--- src/rtl/muldiv_ctrl_pkg.sv ---
// Shared op codes, FSM states and helpers for the mul/div controller.
package muldiv_ctrl_pkg;

   localparam int unsigned MULDIV_OP_WD    = 3;
   localparam int unsigned MULDIV_TO_EX_WD = 65;   // {ready, hi, lo}

   localparam logic [MULDIV_OP_WD-1:0] MD_NONE  = 3'd0;
   localparam logic [MULDIV_OP_WD-1:0] MD_DIV   = 3'd1;
   localparam logic [MULDIV_OP_WD-1:0] MD_DIVU  = 3'd2;
   localparam logic [MULDIV_OP_WD-1:0] MD_MULT  = 3'd3;
   localparam logic [MULDIV_OP_WD-1:0] MD_MULTU = 3'd4;
   localparam logic [MULDIV_OP_WD-1:0] MD_MTHI  = 3'd5;
   localparam logic [MULDIV_OP_WD-1:0] MD_MTLO  = 3'd6;

   typedef enum logic [2:0] {
      ST_IDLE,
      ST_DIV_ZERO,
      ST_DIV_ON,
      ST_DIV_END,
      ST_MUL_ON,
      ST_MUL_END
   } state_t;

endpackage

--- src/rtl/muldiv_ctrl_div_iter.sv ---
// Restoring divider datapath: one quotient bit per cycle on unsigned operands.
// A new start always reloads, so an abandoned division needs no explicit abort.
module muldiv_ctrl_div_iter #(
   parameter int unsigned DATA_WD    = 32,
   parameter int unsigned DIV_CYCLES = 32
) (
   input  logic               clk,
   input  logic               rst,
   input  logic               start,
   input  logic [DATA_WD-1:0] dividend,
   input  logic [DATA_WD-1:0] divisor,
   output logic [DATA_WD-1:0] quotient,
   output logic [DATA_WD-1:0] remainder,
   output logic               done
);

   localparam int unsigned CNT_W = $clog2(DIV_CYCLES);

   logic [CNT_W-1:0]   cnt;
   logic               running;
   logic [DATA_WD-1:0] dsr;
   logic [DATA_WD:0]   shifted;
   logic [DATA_WD:0]   diff;

   always_comb begin
      shifted = {remainder, quotient[DATA_WD-1]};
      diff    = shifted - {1'b0, dsr};
   end

   assign done = running && (cnt == CNT_W'(DIV_CYCLES - 1));

   always_ff @(posedge clk) begin
      if (rst) begin
         quotient  <= '0;
         remainder <= '0;
         dsr       <= '0;
         cnt       <= '0;
         running   <= 1'b0;
      end else if (start) begin
         quotient  <= dividend;
         remainder <= '0;
         dsr       <= divisor;
         cnt       <= '0;
         running   <= 1'b1;
      end else if (running) begin
         // diff MSB set means the trial subtraction went negative: restore
         if (!diff[DATA_WD]) begin
            remainder <= diff[DATA_WD-1:0];
            quotient  <= {quotient[DATA_WD-2:0], 1'b1};
         end else begin
            remainder <= shifted[DATA_WD-1:0];
            quotient  <= {quotient[DATA_WD-2:0], 1'b0};
         end
         cnt <= cnt + CNT_W'(1);
         if (done) running <= 1'b0;
      end
   end

endmodule

--- src/rtl/muldiv_ctrl.sv ---
// Mul/div sequencer owning HI/LO. Define MULT_ITER_EN for the iterative
// shift-add multiplier; otherwise MULT/MULTU complete in a single cycle.
module muldiv_ctrl
   import muldiv_ctrl_pkg::*;
#(
   parameter int unsigned DIV_CYCLES = 32,
   parameter int unsigned DATA_WD    = 32
) (
   input  logic                    clk,
   input  logic                    rst,
   input  logic                    start,
   input  logic [MULDIV_OP_WD-1:0] op,
   input  logic [DATA_WD-1:0]      src1,
   input  logic [DATA_WD-1:0]      src2,
   input  logic                    annul,
   output logic                    stallreq,
   output logic                    ready,
   output logic [DATA_WD-1:0]      hi,
   output logic [DATA_WD-1:0]      lo,
   output logic                    busy
);

   state_t             state;
   logic               is_div, signed_op, long_op, div_go;
   logic               sign1, sign2;
   logic [DATA_WD-1:0] abs1, abs2;
   logic [DATA_WD-1:0] div_q, div_r;
   logic               div_done;
   logic               neg_q, neg_r, div_by_zero;

`ifdef MULT_ITER_EN
   localparam int unsigned CNT_W = $clog2(DIV_CYCLES);
   logic [2*DATA_WD-1:0] mcand, prod;
   logic [DATA_WD-1:0]   mplier;
   logic [CNT_W-1:0]     mcnt;
   logic                 neg_p;
`else
   logic [2*DATA_WD-1:0] ext1, ext2, mul_full;
`endif

   always_comb begin
      is_div    = (op == MD_DIV) || (op == MD_DIVU);
      signed_op = (op == MD_DIV) || (op == MD_MULT);
      sign1     = signed_op && src1[DATA_WD-1];
      sign2     = signed_op && src2[DATA_WD-1];
      abs1      = sign1 ? (~src1 + 1'b1) : src1;
      abs2      = sign2 ? (~src2 + 1'b1) : src2;
`ifdef MULT_ITER_EN
      long_op   = is_div || (op == MD_MULT) || (op == MD_MULTU);
`else
      long_op   = is_div;
      // Extending to full width first makes one unsigned multiply serve both signednesses
      ext1      = {{DATA_WD{sign1}}, src1};
      ext2      = {{DATA_WD{sign2}}, src2};
      mul_full  = ext1 * ext2;
`endif
      div_go    = (state == ST_IDLE) && start && !annul && is_div && (src2 != '0);
      stallreq  = (state == ST_DIV_ZERO) || (state == ST_DIV_ON) || (state == ST_MUL_ON) ||
                  ((state == ST_IDLE) && start && long_op);
   end

   assign busy = (state != ST_IDLE);

   muldiv_ctrl_div_iter #(
      .DATA_WD    (DATA_WD),
      .DIV_CYCLES (DIV_CYCLES)
   ) u_div (
      .clk       (clk),
      .rst       (rst),
      .start     (div_go),
      .dividend  (abs1),
      .divisor   (abs2),
      .quotient  (div_q),
      .remainder (div_r),
      .done      (div_done)
   );

   always_ff @(posedge clk) begin
      if (rst) begin
         state       <= ST_IDLE;
         hi          <= '0;
         lo          <= '0;
         ready       <= 1'b0;
         neg_q       <= 1'b0;
         neg_r       <= 1'b0;
         div_by_zero <= 1'b0;
`ifdef MULT_ITER_EN
         mcand       <= '0;
         prod        <= '0;
         mplier      <= '0;
         mcnt        <= '0;
         neg_p       <= 1'b0;
`endif
      end else begin
         ready <= 1'b0;
         case (state)
            ST_IDLE: begin
               if (start && !annul) begin
                  case (op)
                     MD_DIV, MD_DIVU: begin
                        neg_q       <= sign1 ^ sign2;
                        neg_r       <= sign1;
                        div_by_zero <= (src2 == '0);
                        state       <= (src2 == '0) ? ST_DIV_ZERO : ST_DIV_ON;
                     end
                     MD_MTHI: begin
                        hi    <= src1;
                        ready <= 1'b1;
                     end
                     MD_MTLO: begin
                        lo    <= src1;
                        ready <= 1'b1;
                     end
                     MD_MULT, MD_MULTU: begin
`ifdef MULT_ITER_EN
                        mcand  <= {{DATA_WD{1'b0}}, abs1};
                        mplier <= abs2;
                        prod   <= '0;
                        mcnt   <= '0;
                        neg_p  <= sign1 ^ sign2;
                        state  <= ST_MUL_ON;
`else
                        {hi, lo} <= mul_full;
                        ready    <= 1'b1;
`endif
                     end
                     default: ;
                  endcase
               end
            end
            ST_DIV_ZERO: begin
               if (annul) begin
                  state <= ST_IDLE;
               end else begin
                  state <= ST_DIV_END;
                  ready <= 1'b1;
               end
            end
            ST_DIV_ON: begin
               if (annul) begin
                  state <= ST_IDLE;
               end else if (div_done) begin
                  state <= ST_DIV_END;
                  ready <= 1'b1;
               end
            end
            ST_DIV_END: begin
               hi    <= div_by_zero ? '0 : (neg_r ? (~div_r + 1'b1) : div_r);
               lo    <= div_by_zero ? '0 : (neg_q ? (~div_q + 1'b1) : div_q);
               state <= ST_IDLE;
            end
`ifdef MULT_ITER_EN
            ST_MUL_ON: begin
               if (annul) begin
                  state <= ST_IDLE;
               end else begin
                  if (mplier[0]) prod <= prod + mcand;
                  mcand  <= mcand << 1;
                  mplier <= mplier >> 1;
                  mcnt   <= mcnt + CNT_W'(1);
                  if (mcnt == CNT_W'(DIV_CYCLES - 1)) begin
                     state <= ST_MUL_END;
                     ready <= 1'b1;
                  end
               end
            end
            ST_MUL_END: begin
               {hi, lo} <= neg_p ? (~prod + 1'b1) : prod;
               state    <= ST_IDLE;
            end
`endif
            default: state <= ST_IDLE;
         endcase
      end
   end

endmodule

--- config.mk ---
export PLATFORM = sky130hd
export DESIGN_NAME = muldiv_ctrl
export DESIGN_NICKNAME = d
export VERILOG_FILES = /design/src/rtl/muldiv_ctrl_pkg.sv /design/src/rtl/muldiv_ctrl_div_iter.sv /design/src/rtl/muldiv_ctrl.sv
export SDC_FILE = /design/constraint.sdc
export NUM_CORES = 2
export LEC_CHECK = 0
export ABC_CLOCK_PERIOD_IN_PS = 17570
export BUFFER_PORTS_ARGS = -buffer_cell sky130_fd_sc_hd__buf_2
export CAP_MARGIN = 20
export CORE_UTILIZATION = 52
export CTS_CLUSTER_SIZE = 8
export DETAILED_ROUTE_END_ITERATION = 16
export PLACE_DENSITY = 0.66
export REMOVE_ABC_BUFFERS = 1
export SYNTH_ARGS = -nofsm -noshare
export SYNTH_HDL_FRONTEND = slang
export SYNTH_SLANG_ARGS = --single-unit
export TNS_END_PERCENT = 1
--- constraint.sdc ---
create_clock -name clk -period 17.57 [get_ports clk]
set_input_delay 3.514 -clock clk [delete_from_list [all_inputs] [get_ports clk]]
set_output_delay 3.514 -clock clk [all_outputs]
set_load 0.02 [all_outputs]
---- Yosys cells after proc, flatten, opt, wreduce, memory -nomap -nowiden ----
Index checks and enable logic that the tools add are counted.
Widths: inputs -> output; s select.
word-level totals
  output and inout bits ................... 67
  register bits after elaboration ......... 173
  word-level logic and storage cells ...... 101
cells by class
  multiplexer cells ....................... 32
  reduce and logical (&&, ||, !) cells .... 29
  $mul .................................... 1
  add/subtract/negate cells ............... 6
  bitwise operators ....................... 5
  eq/ne operators ......................... 16
operator list
  operator               count
  $mux 32                11
  $pmux 32 s2            4
  $add 32x1->32 const B  4
  $not 32->32            4
  $mul 33x33->64         1
  $sub 33x32->33         1
  $logic_not 32->1       1
  $reduce_bool 32->1     1
  $eq 3x2->1 const B     4
  $eq 3x3->1 const B     4
  $mux 3                 4
  $reduce_and 3->1       4
  $logic_and 1x1->1      9
  $mux 1                 9
  $pmux 3 s3             1
  $eq 3x1->1 const B     2
  $ne 3x1->1 const B     2
  $reduce_or 2->1        3
  $add 5x1->5 const B    1
  $eq 5x5->1 const B     1
  $logic_or 1x1->1       5
  $mux 2                 2
  $ne 2x1->1 const B     2
  $reduce_bool 2->1      2
  other kinds (7)        7

---- Depth between registers and ports, before layout ----
  depth in word-level cells ............... 7
  depth in mapped cells ................... 33

---- Hierarchy ----
From an unflattened synthesis, not the netlist that was laid out.
second synthesis, totals
  cells, all modules ...................... 5887
  area total of the unflattened synthesis .. 50139.3 um2
modules (own cells, without submodules)
  module                area an instance (um2)  times used  seq. area each (um2)  cells each
  muldiv_ctrl           44158.6                 1           1401.3                5139
  muldiv_ctrl_div_iter  5980.7                  1           2042.0                748

---- Least setup slack after synthesis ----
Ideal clock, no wire load.
  path kind ............................... input -> register
  start point ............................. input op[0]
  end point ............................... register hi[24]
  arrival ................................. 11.674 ns
  stages on the path ...................... 27
  path slack .............................. 5.837 ns
  data required time ...................... 17.512 ns
  library setup time ...................... 0.058 ns
  cells stage by stage .................... nor2b_1 -> clkbuf_1 -> and2_0 -> clkbuf_1 -> buf_1 -> nand2_1 -> inv_1 -> fa_1 -> fa_1 -> fa_1 -> inv_1 -> fa_1 -> fa_1 -> fa_1 -> fa_1 -> fa_1 -> inv_1 -> ha_1 -> clkbuf_1 -> and4_1 -> nor4bb_1 -> inv_1 -> o31a_1 -> o21ba_2 -> or4_1 -> a31oi_1 -> o221a_2
between the ends
  cells in the longest elaborated chain, start to end .. 7
  elaborated cells on any way between the ends .. 14
  classes of those cells .................. mul: 1; eq/ne: 5; mux: 3; reduce/logical: 5
RTL lines
  element                                      line                                  text
  start, declared                              muldiv_ctrl.sv:12                     input logic [MULDIV_OP_WD-1:0] op,
  $eq 3x1->1 or $eq 3x2->1 (tied branches)     muldiv_ctrl.sv:43, muldiv_ctrl.sv:99
  $logic_or 1x1->1                             muldiv_ctrl.sv:43                     signed_op = (op == MD_DIV) || (op == MD_MULT);
  $logic_and 1x1->1, on equally long branches  muldiv_ctrl.sv:44, muldiv_ctrl.sv:45
  $mul 33x33->64                               muldiv_ctrl.sv:55                     mul_full = ext1 * ext2;
  $pmux 32 s2                                  muldiv_ctrl.sv:99                     case (op)
  $mux 32                                      muldiv_ctrl.sv:98                     if (start && !annul) begin
  $pmux 32 s2                                  muldiv_ctrl.sv:96                     case (state)
  end signal, assigned                         muldiv_ctrl.sv:107                    hi <= src1;
  end signal, assigned                         muldiv_ctrl.sv:123                    {hi, lo} <= mul_full;
  end signal, assigned                         muldiv_ctrl.sv:148                    hi <= div_by_zero ? '0 : (neg_r ? (~div_r + 1'b1) : div_r);
  end, declared                                muldiv_ctrl.sv:18                     output logic [DATA_WD-1:0] hi,
Several ways; a longest one is shown, not always the timed one. The select of a mux whose other input is x is not followed.
A chain may end at the register's enable or synchronous reset.

---- Final worst setup path ----
  start point ............................. input src1[31]
  end point ............................... register hi[16]
between the ends
  cells in the longest elaborated chain, start to end .. 5
RTL lines
  element             line               text
  start, declared     muldiv_ctrl.sv:13  input logic [DATA_WD-1:0] src1,
  $logic_and 1x1->1   muldiv_ctrl.sv:44  sign1 = signed_op && src1[DATA_WD-1];
  $mul 33x33->64 (*)  muldiv_ctrl.sv:55
  $pmux 32 s2 (*)     muldiv_ctrl.sv:99
  $mux 32 (*)         muldiv_ctrl.sv:98
  $pmux 32 s2 (*)     muldiv_ctrl.sv:96
Every way passes the cells marked *; elsewhere a longest branch is shown, timed or not. The select of a mux whose other input is x is not followed.

==> reports/results.txt <==
The routability congestion estimate from global placement is 0.940, and the count of distinct cell types in the synthesized netlist is 85. Buffers placed on the I/O ports in this run total 137. Measured along the y axis, the die boundary spans 312 um.

For this run, the leading register cell type out of synthesis is sky130_fd_sc_hd__dfxtp_1. For the hold buffer count at CTS, the log shows 0. The path depth of the worst reg2reg path is 13. For the pin count of the biggest net entering global routing, the log shows 65. The number of DRC violations after detailed-routing iteration 0 came out at 2933. The worst register-to-register path ends at u_div.remainder[11]. After synthesis the cells add up to 50100 sq um.

Initial antenna violation count: 11. Timing would allow up to 81.1 MHz. The share of the Yosys chip area taken by registers is 6.87%.

The number of setup buffers added after CTS is 0. The detail route stage leaves a number of antenna-violating nets equal to 0. The flow ran to the end, and the final reports show no timing, DRC or antenna violations.

The wire length per cell came out at 21.5 um. In the synthesized netlist, the number of instances is 5845. The logs give 3450 sq um for the area of all sequential standard cells and 0 for the count of final hold-check violations. At the worst endpoint, the required time is 17900 ps.

Register bit total from synthesis: 172. The pin slew with the least headroom to its limit works out to 1160 ps. The clock tree buffer depth was 2. The tools report the endpoint kind of the worst setup timing path as a register. The share of synthesized registers carrying an async set or reset was 0%; the area inside the core boundary was 95300 sq um. The area enclosed by the die boundary was 97600 sq um; the global-route congestion overflow total was 0. The run gives 0 as the quantity of gates resized following cts. The total I/O pin count is 138.

Setup repair after global routing left no endpoint under its margin. By startpoint and endpoint, the worst setup path is classified as in2reg. The global-route usage over all layers is 31.8%. The worst hold path terminates at u_div.dsr[21]. In this run the worst hold path is classified as reg2reg. The clock net in this run drives a total of 172 sinks. The final worst-path setup slack was 5250 ps; the starting utilization of the core area was 52.6%.

The average footprint of a synthesized cell was 8.57 sq um. The tools report the multi-input gate area in the final layout as 40800 sq um. The worst hold path passes through 2 cells. The tools report the count of maximum capacitance violations as 0.

TritonCTS built the clock tree. The run gives 5 as the detailed-router iteration count before antenna repair. The tools report the number of buffers inserted during clock tree synthesis as 17. The arrival time at the worst endpoint came out at 12650 ps. For this run, the slowest stage of the critical path takes 760 ps.

The cell family contributing the most delay on the critical path is adder cells. The number of global-route vias before repair was 41.8k; the total number of yosys warnings was 0. The fraction of final layout cells sized beyond drive strength 1 is 5.06%, and the reg2reg setup slack is 13420 ps. The final-layout setup total negative slack is 0 ps. Clock-pin slew was measured on the worst setup and hold paths at 80 ps.

The number of enable flip-flop cells after synthesis is 0. The count of pins over their slew limit is 0. The worst clock skew on the final layout came out at 18.1 ps. The run gives 8922 as the filler cell count in the final layout. The launch point of the worst hold path is u_div.dsr[21]. The most prevalent standard cell on the critical path was sky130_fd_sc_hd__fa_1. For this run, the post-layout net count is 7156. Setup violations remaining at the end of the flow were counted as 0.

The library cell used as clock root buffer is sky130_fd_sc_hd__clkbuf_16. Wires add up to 150000 um. The pre-CTS worst setup slack is 4820 ps, and the die width is 312 um.

The standard cell with the maximum stage delay on the critical path is sky130_fd_sc_hd__and2_1. STA classifies the critical path startpoint as an input pin. In the routed design, unresolved DRC markers number 0. The portion of the clock cycle consumed by the worst path in the final layout was 70.1%; the number of buffers and inverters on the critical path was 5.

Counting I/O delays and the setup requirement, the final critical path takes 12320 ps. In this run the worst path has a maximum fanout of 45. The startpoint identified for the worst register-to-register timing path is u_div.remainder[0]. For the worst-skew pair, the clock arrives at the later sink with an insertion delay of 450 ps. Detailed routing inserted a total of 39.8k vias. Dividing the detail-routed via count by the number of cells gives 5.70. The tools report the H-tree depth as 4. Worst slew slack as a fraction of its limit: 20.7%.

The run gives 113 as the cell row count. The global-route wire length before repair was 240000 um. After legalization and detailed placement, the total HPWL measured 112000 um.

From synthesis to final layout, the design area changed by 4.29%.
==> per-stage QoR <==
step	area [sq um]	util, %	hold slack (ps)	cells
floorplan	48700	-	426	5467
detailed placement	51600	54.2	449	6950
CTS	52300	54.8	458	6982
global placement	51600	54.2	441	6950
finish	52300	54.9	454	6986
global route	52300	54.8	477	6982
==> layout make-up <==
class | count | share of cell area (%)
clock buffers | 23 | 0.934
multi-input cells | 4090 | 78.0
inverters | 1205 | 8.65
clock inverters | 9 | 0.299
diodes | 4 | 0.0192
repair buffers | 218 | 2.48
flip-flops and latches | 172 | 6.59
well taps | 1265 | 3.03
==> worst min-delay path: cells and delay by family (launching register included) <==
family	cells	cell delay (ps)
AO/OA/AOI/OAI	1	50
flip-flops	1	310
AND/OR/NAND/NOR	1	50
==> per-layer routing <==
metal,track usage [%],routed length [um],vias up
met5,0,55,-
met4,8.88,4430,8
met1,43.3,62300,20500
met3,5.17,12500,282
li1,-,-,17400
met2,52.6,71100,1554
==> cell usage after synthesis, drive strengths merged, types with 11 or more instances <==
library cell	n	area share [%]
a221oi	21	0.37
xnor2	130	2.3
nand2b	21	0.26
nand3	37	0.37
o21ai	177	1.8
nand4	21	0.26
a21o	48	0.72
xor2	83	1.5
ha	255	6.4
and2	293	3.7
o41ai	17	0.31
nor4	12	0.20
o21a	19	0.28
o21bai	22	0.33
or2	11	0.14
dfxtp	172	6.9
a211oi	75	1.1
or4	13	0.20
o31ai	35	0.55
mux2i	64	1.3
and3	30	0.37
nor2b	19	0.24
a21oi	208	2.1
a31oi	20	0.25
or3	25	0.31
clkbuf	288	2.2
o22ai	11	0.14
nor3	39	0.39
o221ai	16	0.28
fa	1126	45
inv	1204	9.0
nand2	924	6.9
nor2	227	1.7
buf	90	0.74
o211ai	11	0.16
==> state kept, by name, indices dropped and copies added (netlist names) <==
name,flops
ready,1
div_by_zero,1
neg_r,1
lo,32
u_div.quotient,32
neg_q,1
state,2
u_div.remainder,32
u_div.running,1
u_div.cnt,5
hi,32
u_div.dsr,32
==> worst max path at each step <==
stage / startpoint / to / slack (ps) / depth (start not counted)
floorplan: op[0] / hi[24] / 5380 / 23
global placement: src1[31] / hi[24] / 4900 / 25
detailed placement: src1[31] / hi[24] / 4820 / 27
CTS: src1[31] / hi[24] / 5290 / 27
global route: src1[31] / hi[31] / 4790 / 24
finish: src1[31] / hi[16] / 5250 / 25
==> cell usage in the layout (no fill, tap or decap), types with 10 or more instances in the layout <==
master / count
sky130_fd_sc_hd__a211o_1: 10
sky130_fd_sc_hd__a211oi_1: 75
sky130_fd_sc_hd__a21o_1: 48
sky130_fd_sc_hd__a21oi_1: 206
sky130_fd_sc_hd__a221oi_1: 21
sky130_fd_sc_hd__a31oi_1: 20
sky130_fd_sc_hd__and2_1: 292
sky130_fd_sc_hd__and3_1: 30
sky130_fd_sc_hd__buf_2: 136
sky130_fd_sc_hd__buf_4: 82
sky130_fd_sc_hd__clkbuf_16: 17
sky130_fd_sc_hd__dfxtp_1: 171
sky130_fd_sc_hd__fa_1: 1126
sky130_fd_sc_hd__ha_1: 255
sky130_fd_sc_hd__inv_1: 1204
sky130_fd_sc_hd__mux2i_1: 64
sky130_fd_sc_hd__nand2_1: 921
sky130_fd_sc_hd__nand2b_1: 20
sky130_fd_sc_hd__nand3_1: 37
sky130_fd_sc_hd__nand4_1: 21
sky130_fd_sc_hd__nor2_1: 223
sky130_fd_sc_hd__nor2b_1: 18
sky130_fd_sc_hd__nor3_1: 39
sky130_fd_sc_hd__o211ai_1: 11
sky130_fd_sc_hd__o21a_1: 19
sky130_fd_sc_hd__o21ai_0: 171
sky130_fd_sc_hd__o21bai_1: 22
sky130_fd_sc_hd__o221ai_1: 16
sky130_fd_sc_hd__o22ai_1: 10
sky130_fd_sc_hd__o31ai_1: 32
sky130_fd_sc_hd__o41ai_1: 16
sky130_fd_sc_hd__or2_2: 10
sky130_fd_sc_hd__or3_1: 25
sky130_fd_sc_hd__or4_1: 12
sky130_fd_sc_hd__xnor2_1: 129
sky130_fd_sc_hd__xor2_1: 83
==> kinds of logic after synthesis <==
group	count (synthesis)	share of synthesized area, %
compound gates	741	9.49
xor+xnor	213	3.72
fa+ha+maj	1381	51.3
buf+inv	1583	11.9
flops	172	6.87
mux	64	1.28
simple gates	1691	15.4
Power is not shown: default switching activity piles up to over one toggle a cycle in this logic, so the estimate is an artifact.
